## config.mk

```make
export PLATFORM = sky130hd
export DESIGN_NAME = adc_dc_remover_flat
export DESIGN_NICKNAME = d
export VERILOG_FILES = /design/src/rtl/adc_dc_pkg.sv /design/src/rtl/adc_dc_remover_if.sv /design/src/rtl/adc_dc_chan.sv /design/src/rtl/adc_dc_remover.sv /design/src/flat_wrapper.sv
export SDC_FILE = /design/constraint.sdc
export NUM_CORES = 2
export LEC_CHECK = 0
export CORE_MARGIN = 1.5
export CORE_UTILIZATION = 50
export CTS_BUF_LIST = sky130_fd_sc_hd__clkbuf_4 sky130_fd_sc_hd__clkbuf_8
export DETAILED_ROUTE_END_ITERATION = 10
export PLACE_DENSITY = 0.77
export SLEW_MARGIN = 5
export SYNTH_ARGS = -nofsm -noshare
export SYNTH_HDL_FRONTEND = slang
export SYNTH_SLANG_ARGS = --single-unit
```

## constraint.sdc

```tcl
create_clock -name CLK_20M -period 3.6 [get_ports CLK_20M]
set_input_delay 0.54 -clock CLK_20M [delete_from_list [all_inputs] [get_ports CLK_20M]]
set_output_delay 0.54 -clock CLK_20M [all_outputs]
set_load 0.02 [all_outputs]
```

## src/rtl/adc_dc_pkg.sv

```systemverilog
// Shared constants and helpers for the multi-channel DC-offset remover.
// ADC_DC_SAT_EN selects saturation instead of wrap when reducing the correction difference.
package adc_dc_pkg;

  localparam int unsigned DefW       = 16;
  localparam int unsigned DefAvgLog2 = 10;

  // Accumulator width: one full window of W-bit samples never overflows.
  function automatic int unsigned acc_width(input int unsigned w, input int unsigned avg_log2);
    return w + avg_log2;
  endfunction

  // Reduce a sign-extended difference to a w-bit two's-complement value (w <= 31).
  function automatic int signed sat_w(input int signed diff, input int unsigned w);
    int signed hi;
    int signed lo;
    hi = (32'sd1 <<< (w - 1)) - 32'sd1;
    lo = -hi - 32'sd1;
`ifdef ADC_DC_SAT_EN
    if (diff > hi) begin
      return hi;
    end
    if (diff < lo) begin
      return lo;
    end
    return diff;
`else
    // Keep the low w bits and sign-extend them; hi/lo only bound the result here.
    if (hi < lo) begin
      return 32'sd0;
    end
    return (diff <<< (32 - w)) >>> (32 - w);
`endif
  endfunction

endpackage

```

## src/rtl/adc_dc_remover_if.sv

```systemverilog
// Sample-stream bundle for adc_dc_remover: input samples and controls, corrected samples and means.
// The master drives samples and controls; the slave (the remover) drives the results.
interface adc_dc_remover_if
  import adc_dc_pkg::*;
#(
  parameter int unsigned NCH = 16,
  parameter int unsigned W   = DefW
);

  logic              DIN_VALID;
  logic [NCH*W-1:0]  DIN;
  logic [NCH-1:0]    BYPASS;
  logic              MEAN_HOLD;
  logic              DOUT_VALID;
  logic [NCH*W-1:0]  DOUT;
  logic [NCH*W-1:0]  MEAN_OUT;
  logic              MEAN_UPDATE;

  modport master (
    output DIN_VALID,
    output DIN,
    output BYPASS,
    output MEAN_HOLD,
    input  DOUT_VALID,
    input  DOUT,
    input  MEAN_OUT,
    input  MEAN_UPDATE
  );

  modport slave (
    input  DIN_VALID,
    input  DIN,
    input  BYPASS,
    input  MEAN_HOLD,
    output DOUT_VALID,
    output DOUT,
    output MEAN_OUT,
    output MEAN_UPDATE
  );

endinterface

```

## src/rtl/adc_dc_chan.sv

```systemverilog
// One channel of the DC remover: window accumulator, mean register and two-stage correction pipe.
// Output reduction follows ADC_DC_SAT_EN (saturate) or its absence (wrap), via sat_w.
module adc_dc_chan
  import adc_dc_pkg::*;
#(
  parameter int unsigned W        = DefW,
  parameter int unsigned AVG_LOG2 = DefAvgLog2
) (
  input  logic                clk,
  input  logic                rst_n,
  input  logic                din_valid,
  input  logic                s1_valid,
  input  logic                win_last,
  input  logic                mean_hold,
  input  logic                bypass,
  input  logic signed [W-1:0] din,
  output logic signed [W-1:0] dout,
  output logic signed [W-1:0] mean
);

  localparam int unsigned AccW = acc_width(W, AVG_LOG2);
  localparam int unsigned DiffW = W + 1;

  logic signed [AccW-1:0]  acc_q, acc_d, sum;
  logic signed [W-1:0]     mean_q, mean_d;
  logic signed [W-1:0]     s1_data_q, s1_mean_q;
  logic                    s1_byp_q;
  logic signed [W-1:0]     dout_q, dout_d;
  logic signed [DiffW-1:0] diff;

  always_comb begin
    sum    = acc_q + AccW'(din);
    acc_d  = acc_q;
    mean_d = mean_q;
    if (din_valid) begin
      if (win_last) begin
        acc_d = '0;
        // Arithmetic shift floors the mean toward minus infinity.
        if (!mean_hold) begin
          mean_d = W'(sum >>> AVG_LOG2);
        end
      end else begin
        acc_d = sum;
      end
    end
  end

  always_comb begin
    diff   = DiffW'(s1_data_q) - DiffW'(s1_mean_q);
    dout_d = s1_byp_q ? s1_data_q : W'(sat_w(32'(diff), W));
  end

  always_ff @(posedge clk or negedge rst_n) begin
    if (!rst_n) begin
      acc_q     <= '0;
      mean_q    <= '0;
      s1_data_q <= '0;
      s1_mean_q <= '0;
      s1_byp_q  <= 1'b0;
      dout_q    <= '0;
    end else begin
      acc_q  <= acc_d;
      mean_q <= mean_d;
      if (din_valid) begin
        s1_data_q <= din;
        s1_mean_q <= mean_q;
        s1_byp_q  <= bypass;
      end
      if (s1_valid) begin
        dout_q <= dout_d;
      end
    end
  end

  assign dout = dout_q;
  assign mean = mean_q;

endmodule

```

## src/rtl/adc_dc_remover.sv

```systemverilog
// Multi-channel DC-offset remover: shared window counter, per-channel mean subtraction.
// Build option ADC_DC_SAT_EN saturates corrected samples instead of wrapping; W must be <= 31.
module adc_dc_remover
  import adc_dc_pkg::*;
#(
  parameter int unsigned NCH      = 16,
  parameter int unsigned W        = DefW,
  parameter int unsigned AVG_LOG2 = DefAvgLog2
) (
  input logic              CLK_20M,
  input logic              RESET_n,
  adc_dc_remover_if.slave  bus
);

  logic [AVG_LOG2-1:0] cnt_q, cnt_d;
  logic                win_last;
  logic                s1_valid_q;
  logic                dout_valid_q;
  logic                mean_update_q, mean_update_d;
  logic [NCH*W-1:0]    dout_all;
  logic [NCH*W-1:0]    mean_all;

  // The counter wraps naturally at 2^AVG_LOG2; the all-ones value marks the window end.
  always_comb begin
    win_last      = &cnt_q;
    cnt_d         = bus.DIN_VALID ? cnt_q + AVG_LOG2'(1) : cnt_q;
    mean_update_d = bus.DIN_VALID & win_last & ~bus.MEAN_HOLD;
  end

  always_ff @(posedge CLK_20M or negedge RESET_n) begin
    if (!RESET_n) begin
      cnt_q         <= '0;
      s1_valid_q    <= 1'b0;
      dout_valid_q  <= 1'b0;
      mean_update_q <= 1'b0;
    end else begin
      cnt_q         <= cnt_d;
      s1_valid_q    <= bus.DIN_VALID;
      dout_valid_q  <= s1_valid_q;
      mean_update_q <= mean_update_d;
    end
  end

  for (genvar k = 0; k < NCH; k++) begin : g_chan
    adc_dc_chan #(
      .W        (W),
      .AVG_LOG2 (AVG_LOG2)
    ) u_chan (
      .clk       (CLK_20M),
      .rst_n     (RESET_n),
      .din_valid (bus.DIN_VALID),
      .s1_valid  (s1_valid_q),
      .win_last  (win_last),
      .mean_hold (bus.MEAN_HOLD),
      .bypass    (bus.BYPASS[k]),
      .din       (bus.DIN[k*W +: W]),
      .dout      (dout_all[k*W +: W]),
      .mean      (mean_all[k*W +: W])
    );
  end

  assign bus.DOUT        = dout_all;
  assign bus.MEAN_OUT    = mean_all;
  assign bus.DOUT_VALID  = dout_valid_q;
  assign bus.MEAN_UPDATE = mean_update_q;

endmodule

```

## src/flat_wrapper.sv

```systemverilog
// flat-port wrapper written by rule: the top's interface ports become plain ports
module adc_dc_remover_flat import adc_dc_pkg::*;
#(
  parameter int unsigned NCH      = 16,
  parameter int unsigned W        = DefW,
  parameter int unsigned AVG_LOG2 = DefAvgLog2
)
  (CLK_20M, RESET_n, bus_DIN_VALID, bus_DIN, bus_BYPASS, bus_MEAN_HOLD, bus_DOUT_VALID, bus_DOUT, bus_MEAN_OUT, bus_MEAN_UPDATE);
  adc_dc_remover_if #(.NCH(NCH), .W(W)) bus_i ();
  input logic CLK_20M;
  input logic RESET_n;
  input wire logic [$bits(bus_i.DIN_VALID)-1:0] bus_DIN_VALID;
  input wire logic [$bits(bus_i.DIN)-1:0] bus_DIN;
  input wire logic [$bits(bus_i.BYPASS)-1:0] bus_BYPASS;
  input wire logic [$bits(bus_i.MEAN_HOLD)-1:0] bus_MEAN_HOLD;
  output wire logic [$bits(bus_i.DOUT_VALID)-1:0] bus_DOUT_VALID;
  output wire logic [$bits(bus_i.DOUT)-1:0] bus_DOUT;
  output wire logic [$bits(bus_i.MEAN_OUT)-1:0] bus_MEAN_OUT;
  output wire logic [$bits(bus_i.MEAN_UPDATE)-1:0] bus_MEAN_UPDATE;
  assign bus_i.DIN_VALID = bus_DIN_VALID;
  assign bus_i.DIN = bus_DIN;
  assign bus_i.BYPASS = bus_BYPASS;
  assign bus_i.MEAN_HOLD = bus_MEAN_HOLD;
  assign bus_DOUT_VALID = bus_i.DOUT_VALID;
  assign bus_DOUT = bus_i.DOUT;
  assign bus_MEAN_OUT = bus_i.MEAN_OUT;
  assign bus_MEAN_UPDATE = bus_i.MEAN_UPDATE;
  adc_dc_remover #(.NCH(NCH), .W(W), .AVG_LOG2(AVG_LOG2)) u_core (.CLK_20M(CLK_20M), .RESET_n(RESET_n), .bus(bus_i));
endmodule
```

==> run_summary.xml <==
<?xml version="1.0" encoding="UTF-8"?>
<metrics>
  <group name="worst_setup_path">
    <metric name="regToRegSetupSlack" unit="ps">190</metric>
    <metric name="setup.worst_path.start_class" unit="">register</metric>
    <metric name="worstReg2RegEnd" unit="">u_core.g_chan[4].u_chan.dout[15]</metric>
    <metric name="arrival" unit="ps">4290</metric>
    <metric name="worstPathMaxFanout" unit="">4</metric>
    <metric name="crit_type" unit="">register to register</metric>
    <metric name="timing.critical_path.to_type" unit="">register</metric>
    <metric name="critical_path.reg2reg.startpoint" unit="">u_core.g_chan[4].u_chan.s1_data_q[1]</metric>
    <metric name="critPathRequiredTime" unit="ps">4480</metric>
    <metric name="worst_r2r_path_depth" unit="">11</metric>
  </group>
  <group name="yosys">
    <metric name="async_reset_ff_frac" unit="">1.00</metric>
    <metric name="syn-mean-instance-area" unit="sq um">9.70</metric>
    <metric name="synth.yosys.warnings" unit="">0</metric>
    <metric name="synth_top_cells_by_area" unit="">sky130_fd_sc_hd__dfrtp_1 (43%), sky130_fd_sc_hd__ha_1 (9.5%), sky130_fd_sc_hd__o21ai_0 (4.5%)</metric>
    <metric name="synth.ff_latch_count" unit="">1469</metric>
    <metric name="yosysTopAreaCellShare" unit="">0.434</metric>
    <metric name="synth_nets" unit="">9680</metric>
    <metric name="synth_top_flop_cell" unit="">sky130_fd_sc_hd__dfrtp_1</metric>
    <metric name="postSynthCellCount" unit="">8731</metric>
    <metric name="syn_area" unit="sq mm">0.0847</metric>
    <metric name="synth.lib_cells_used.distinct" unit="">89</metric>
    <metric name="synth-edff-count" unit="">0</metric>
    <metric name="synth_top_cell_by_area" unit="">sky130_fd_sc_hd__dfrtp_1</metric>
    <metric name="yosysSeqAreaShare" unit="">0.434</metric>
  </group>
  <group name="routing">
    <metric name="drtIter0Drc" unit="">4701</metric>
    <metric name="remaining_antenna_violation_count_after_routing" unit="">0</metric>
    <metric name="detail_route.wl_per_cell" unit="um">20.3</metric>
    <metric name="routed_wirelength" unit="um">248000</metric>
    <metric name="drt_pass1_iterations" unit="">6</metric>
    <metric name="dr_total_vias" unit="">71100</metric>
    <metric name="drc_errors" unit="">0</metric>
    <metric name="avgViaCountPerCell" unit="">5.82</metric>
  </group>
  <group name="final_layout">
    <metric name="area_growth" unit="%">21.6</metric>
    <metric name="drive_gt1_frac" unit="">0.126</metric>
    <metric name="stdcell_area" unit="sq mm">0.103</metric>
    <metric name="finish.utilization" unit="">0.614</metric>
    <metric name="layout.nets" unit="">10700</metric>
  </group>
  <group name="die">
    <metric name="core-area" unit="sq mm">0.168</metric>
    <metric name="row_count" unit="">150</metric>
    <metric name="io-pin-count" unit="">790</metric>
    <metric name="die_area" unit="sq mm">0.172</metric>
    <metric name="start_util" unit="">0.505</metric>
    <metric name="dieHeight" unit="um">415</metric>
    <metric name="chipWidth" unit="um">415</metric>
  </group>
  <group name="power">
    <metric name="p_seq_frac" unit="">0.314</metric>
    <metric name="power.clock.fraction" unit="">0.237</metric>
    <metric name="cell_internal_pwr" unit="W">0.0451</metric>
    <metric name="switching_share" unit="">0.377</metric>
    <metric name="pwr-share-comb" unit="">0.449</metric>
    <metric name="pwr_density_cell" unit="mW/mm^2">702</metric>
    <metric name="ir_worst_vdd" unit="V">0.000492</metric>
    <metric name="switching_power" unit="W">0.0273</metric>
    <metric name="p_leak" unit="nW">46.2</metric>
  </group>
  <group name="cts">
    <metric name="clkSinkCount" unit="">1469</metric>
    <metric name="cts.htree.levels" unit="">5</metric>
    <metric name="tritoncts" unit="">yes</metric>
    <metric name="cts_root_buf" unit="">sky130_fd_sc_hd__clkbuf_8</metric>
    <metric name="worst_skew_pair.late_latency" unit="ps">1030</metric>
    <metric name="tritoncts.num_buffers" unit="">281</metric>
    <metric name="cts.reportedPaths.clkPinSlew" unit="ps">60</metric>
    <metric name="cts.path.max_buffers" unit="">4</metric>
  </group>
  <group name="sta">
    <metric name="fmax" unit="GHz">0.293</metric>
    <metric name="report.final.setup_viol" unit="">0</metric>
    <metric name="grt_setup_unrepaired" unit="">no</metric>
    <metric name="clock_skew" unit="ps">56.1</metric>
    <metric name="layout_worst_path_cycle_share" unit="">0.947</metric>
    <metric name="tightestPinTransition" unit="ps">1150</metric>
    <metric name="slew_headroom" unit="">0.235</metric>
    <metric name="min_period" unit="ps">3410</metric>
    <metric name="number_of_pins_exceeding_their_max_slew_limit_in_the_final_report" unit="">0</metric>
    <metric name="final_hold_viol_count" unit="">0</metric>
    <metric name="worst_hold_slack" unit="ps">108</metric>
  </group>
  <group name="placed_design">
    <metric name="routabilityCongestion" unit="">0.941</metric>
    <metric name="placed_area" unit="sq mm">0.0972</metric>
    <metric name="io_buffers" unit="">789</metric>
    <metric name="hpwl" unit="um">180000</metric>
  </group>
  <group name="global_route">
    <metric name="antenna_found_initial" unit="">37</metric>
    <metric name="global_route.usage.met1" unit="">0.348</metric>
    <metric name="grtUsageTotal" unit="">0.283</metric>
    <metric name="grt.met3_usage" unit="">0.0483</metric>
    <metric name="globalRouteMet2Util" unit="">0.463</metric>
    <metric name="global_route_wire_length_before_repair" unit="um">391000</metric>
    <metric name="gr-max-usage-layer" unit="">met2</metric>
    <metric name="grt_start_max_net_pins" unit="">198</metric>
    <metric name="grt_pass1_vias" unit="">70900</metric>
    <metric name="grt_overflow_total" unit="">0</metric>
  </group>
  <group name="min_path">
    <metric name="hold_class" unit="">primary input to register</metric>
    <metric name="hold_depth" unit="">3</metric>
    <metric name="hold_path.startpoint" unit="">bus_BYPASS[2]</metric>
    <metric name="worst_hold_path.endpoint" unit="">u_core.g_chan[2].u_chan.s1_byp_q</metric>
  </group>
  <group name="outcome">
    <metric name="run_status" unit="">finished, final reports clean</metric>
  </group>
  <group name="run">
    <metric name="drv_cap" unit="">0</metric>
  </group>
</metrics>
logic make-up after synthesis:
family                     synth area share
AOI/OAI and AO/OA                     0.195
xor gates and xnor gates             0.0574
adders and majority gates             0.102
buffers and inverters                0.0376
DFF                                   0.434
muxes                                0.0526
and+or+nand+nor                       0.121
flip-flops by register name, indices dropped and copies added, names as in the netlist:
register	cells
u_core.bus.MEAN_UPDATE	1
u_core.cnt_q	10
u_core.bus.DOUT_VALID	1
u_core.g_chan.u_chan.mean	256
u_core.g_chan.u_chan.acc_q	416
u_core.s1_valid_q	1
u_core.g_chan.u_chan.dout	256
u_core.g_chan.u_chan.s1_byp_q	16
u_core.g_chan.u_chan.s1_mean_q	256
u_core.g_chan.u_chan.s1_data_q	256
worst max path at each step:
stage                                                from  slack, ps  depth (start not counted)                           endpoint
floorplan                                    bus_DIN[176]        460                         13  u_core.g_chan[11].u_chan.mean[14]
global placement                             bus_DIN[128]       -430                         15   u_core.g_chan[8].u_chan.mean[14]
detailed placement                           bus_DIN[128]       -490                         15   u_core.g_chan[8].u_chan.mean[14]
CTS                      u_core.g_chan[8].u_chan.acc_q[0]        200                         14   u_core.g_chan[8].u_chan.mean[14]
global route        u_core.g_chan[15].u_chan.s1_data_q[0]         20                         14  u_core.g_chan[15].u_chan.dout[14]
finish               u_core.g_chan[4].u_chan.s1_data_q[1]        190                         11   u_core.g_chan[4].u_chan.dout[15]
cell usage in the layout (no fill, tap or decap), types with 119 or more instances in the layout:
cell / count
sky130_fd_sc_hd__dfrtp_1: 1468
sky130_fd_sc_hd__nand2_1: 847
sky130_fd_sc_hd__clkdlybuf4s50_1: 787
sky130_fd_sc_hd__o21ai_0: 757
sky130_fd_sc_hd__ha_1: 641
sky130_fd_sc_hd__a21oi_1: 560
sky130_fd_sc_hd__nor2_1: 531
sky130_fd_sc_hd__inv_1: 488
sky130_fd_sc_hd__clkbuf_8: 345
sky130_fd_sc_hd__xnor2_1: 343
sky130_fd_sc_hd__mux2_2: 324
sky130_fd_sc_hd__o2bb2ai_1: 317
sky130_fd_sc_hd__buf_4: 313
sky130_fd_sc_hd__xor2_1: 212
sky130_fd_sc_hd__a21o_1: 209
sky130_fd_sc_hd__nor3_1: 178
sky130_fd_sc_hd__nand3_1: 170
sky130_fd_sc_hd__nor2b_1: 139
sky130_fd_sc_hd__a31oi_1: 119
through the flow:
stage / TNS [ps] / total power, W / setup WS [ps] / std cells
2_1_floorplan: 0 / 0.0448 / 458 / 8731
3_3_place_gp: -7260 / 0.0536 / -433 / 11700
5_1_grt: 0 / 0.0772 / 24.3 / 12200
3_5_place_dp: -12980 / 0.0548 / -487 / 11700
6_report: 0 / 0.0723 / 190 / 12200
4_1_cts: 0 / 0.0724 / 199 / 12200
repair_timing:
item                       in CTS  in global routing
gates resized for setup         0                  2
hold endpoints to repair       93                  0
buffers inserted                0                  0
setup endpoints to repair       0                  3
hold buffers                    4                  0
power by group through the flow:
stage               Combinational [W]  Clock, W  Sequential, W
floorplan                      0.0218         0         0.0230
global placement               0.0309         0         0.0227
detailed placement             0.0320         0         0.0228
CTS                            0.0323    0.0175         0.0226
global route                   0.0359    0.0182         0.0231
finish                         0.0325    0.0172         0.0227
layout make-up:
type / count / area (sq um)
tap: 2204 / 2760
clock buffer: 419 / 5300
fill: 13700 / 64800
antenna: 38 / 95.1
inverter: 491 / 1850
clock inverter: 44 / 415
sequential: 1469 / 36800
timing repair buffer: 1143 / 11100
multi-input combinational: 6414 / 44800
cells in the mapped netlist, types with 39 or more instances:
cell type / number
sky130_fd_sc_hd__a31oi_1: 119
sky130_fd_sc_hd__o211ai_1: 47
sky130_fd_sc_hd__inv_1: 488
sky130_fd_sc_hd__o21bai_1: 39
sky130_fd_sc_hd__nor4_1: 41
sky130_fd_sc_hd__a21oi_1: 560
sky130_fd_sc_hd__a21o_1: 209
sky130_fd_sc_hd__dfrtp_1: 1469
sky130_fd_sc_hd__nand2_1: 848
sky130_fd_sc_hd__nor2b_1: 139
sky130_fd_sc_hd__o21a_1: 100
sky130_fd_sc_hd__ha_1: 641
sky130_fd_sc_hd__nor3_1: 179
sky130_fd_sc_hd__a31o_2: 41
sky130_fd_sc_hd__nor2_1: 531
sky130_fd_sc_hd__clkbuf_1: 311
sky130_fd_sc_hd__xnor2_1: 343
sky130_fd_sc_hd__nand2b_1: 90
sky130_fd_sc_hd__or3_1: 56
sky130_fd_sc_hd__o21ai_0: 757
sky130_fd_sc_hd__buf_1: 42
sky130_fd_sc_hd__mux2i_1: 79
sky130_fd_sc_hd__nand3_1: 170
sky130_fd_sc_hd__mux2_2: 324
sky130_fd_sc_hd__o2bb2ai_1: 317
sky130_fd_sc_hd__and3_1: 70
sky130_fd_sc_hd__xor2_1: 212
critical path, stage by stage, from the launching register on:
cell and delay, ps:
sky130_fd_sc_hd__dfrtp_1 430, sky130_fd_sc_hd__ha_1 300, sky130_fd_sc_hd__nor2b_1 130, sky130_fd_sc_hd__o21a_1 180, sky130_fd_sc_hd__o21a_1 210, sky130_fd_sc_hd__o41ai_1 630
sky130_fd_sc_hd__o2111ai_1 300, sky130_fd_sc_hd__a31o_2 300, sky130_fd_sc_hd__a21oi_1 250, sky130_fd_sc_hd__o311ai_0 200, sky130_fd_sc_hd__xnor2_1 260, sky130_fd_sc_hd__a21oi_1 110
layer usage:
layer,part of all wire,up-vias
met2,0.47,2235
met4,0.063,2
met1,0.41,34800
met3,0.055,654
li1,-,33400
met5,0.000052,-
Note: power is estimated with default switching activity, not from simulation.
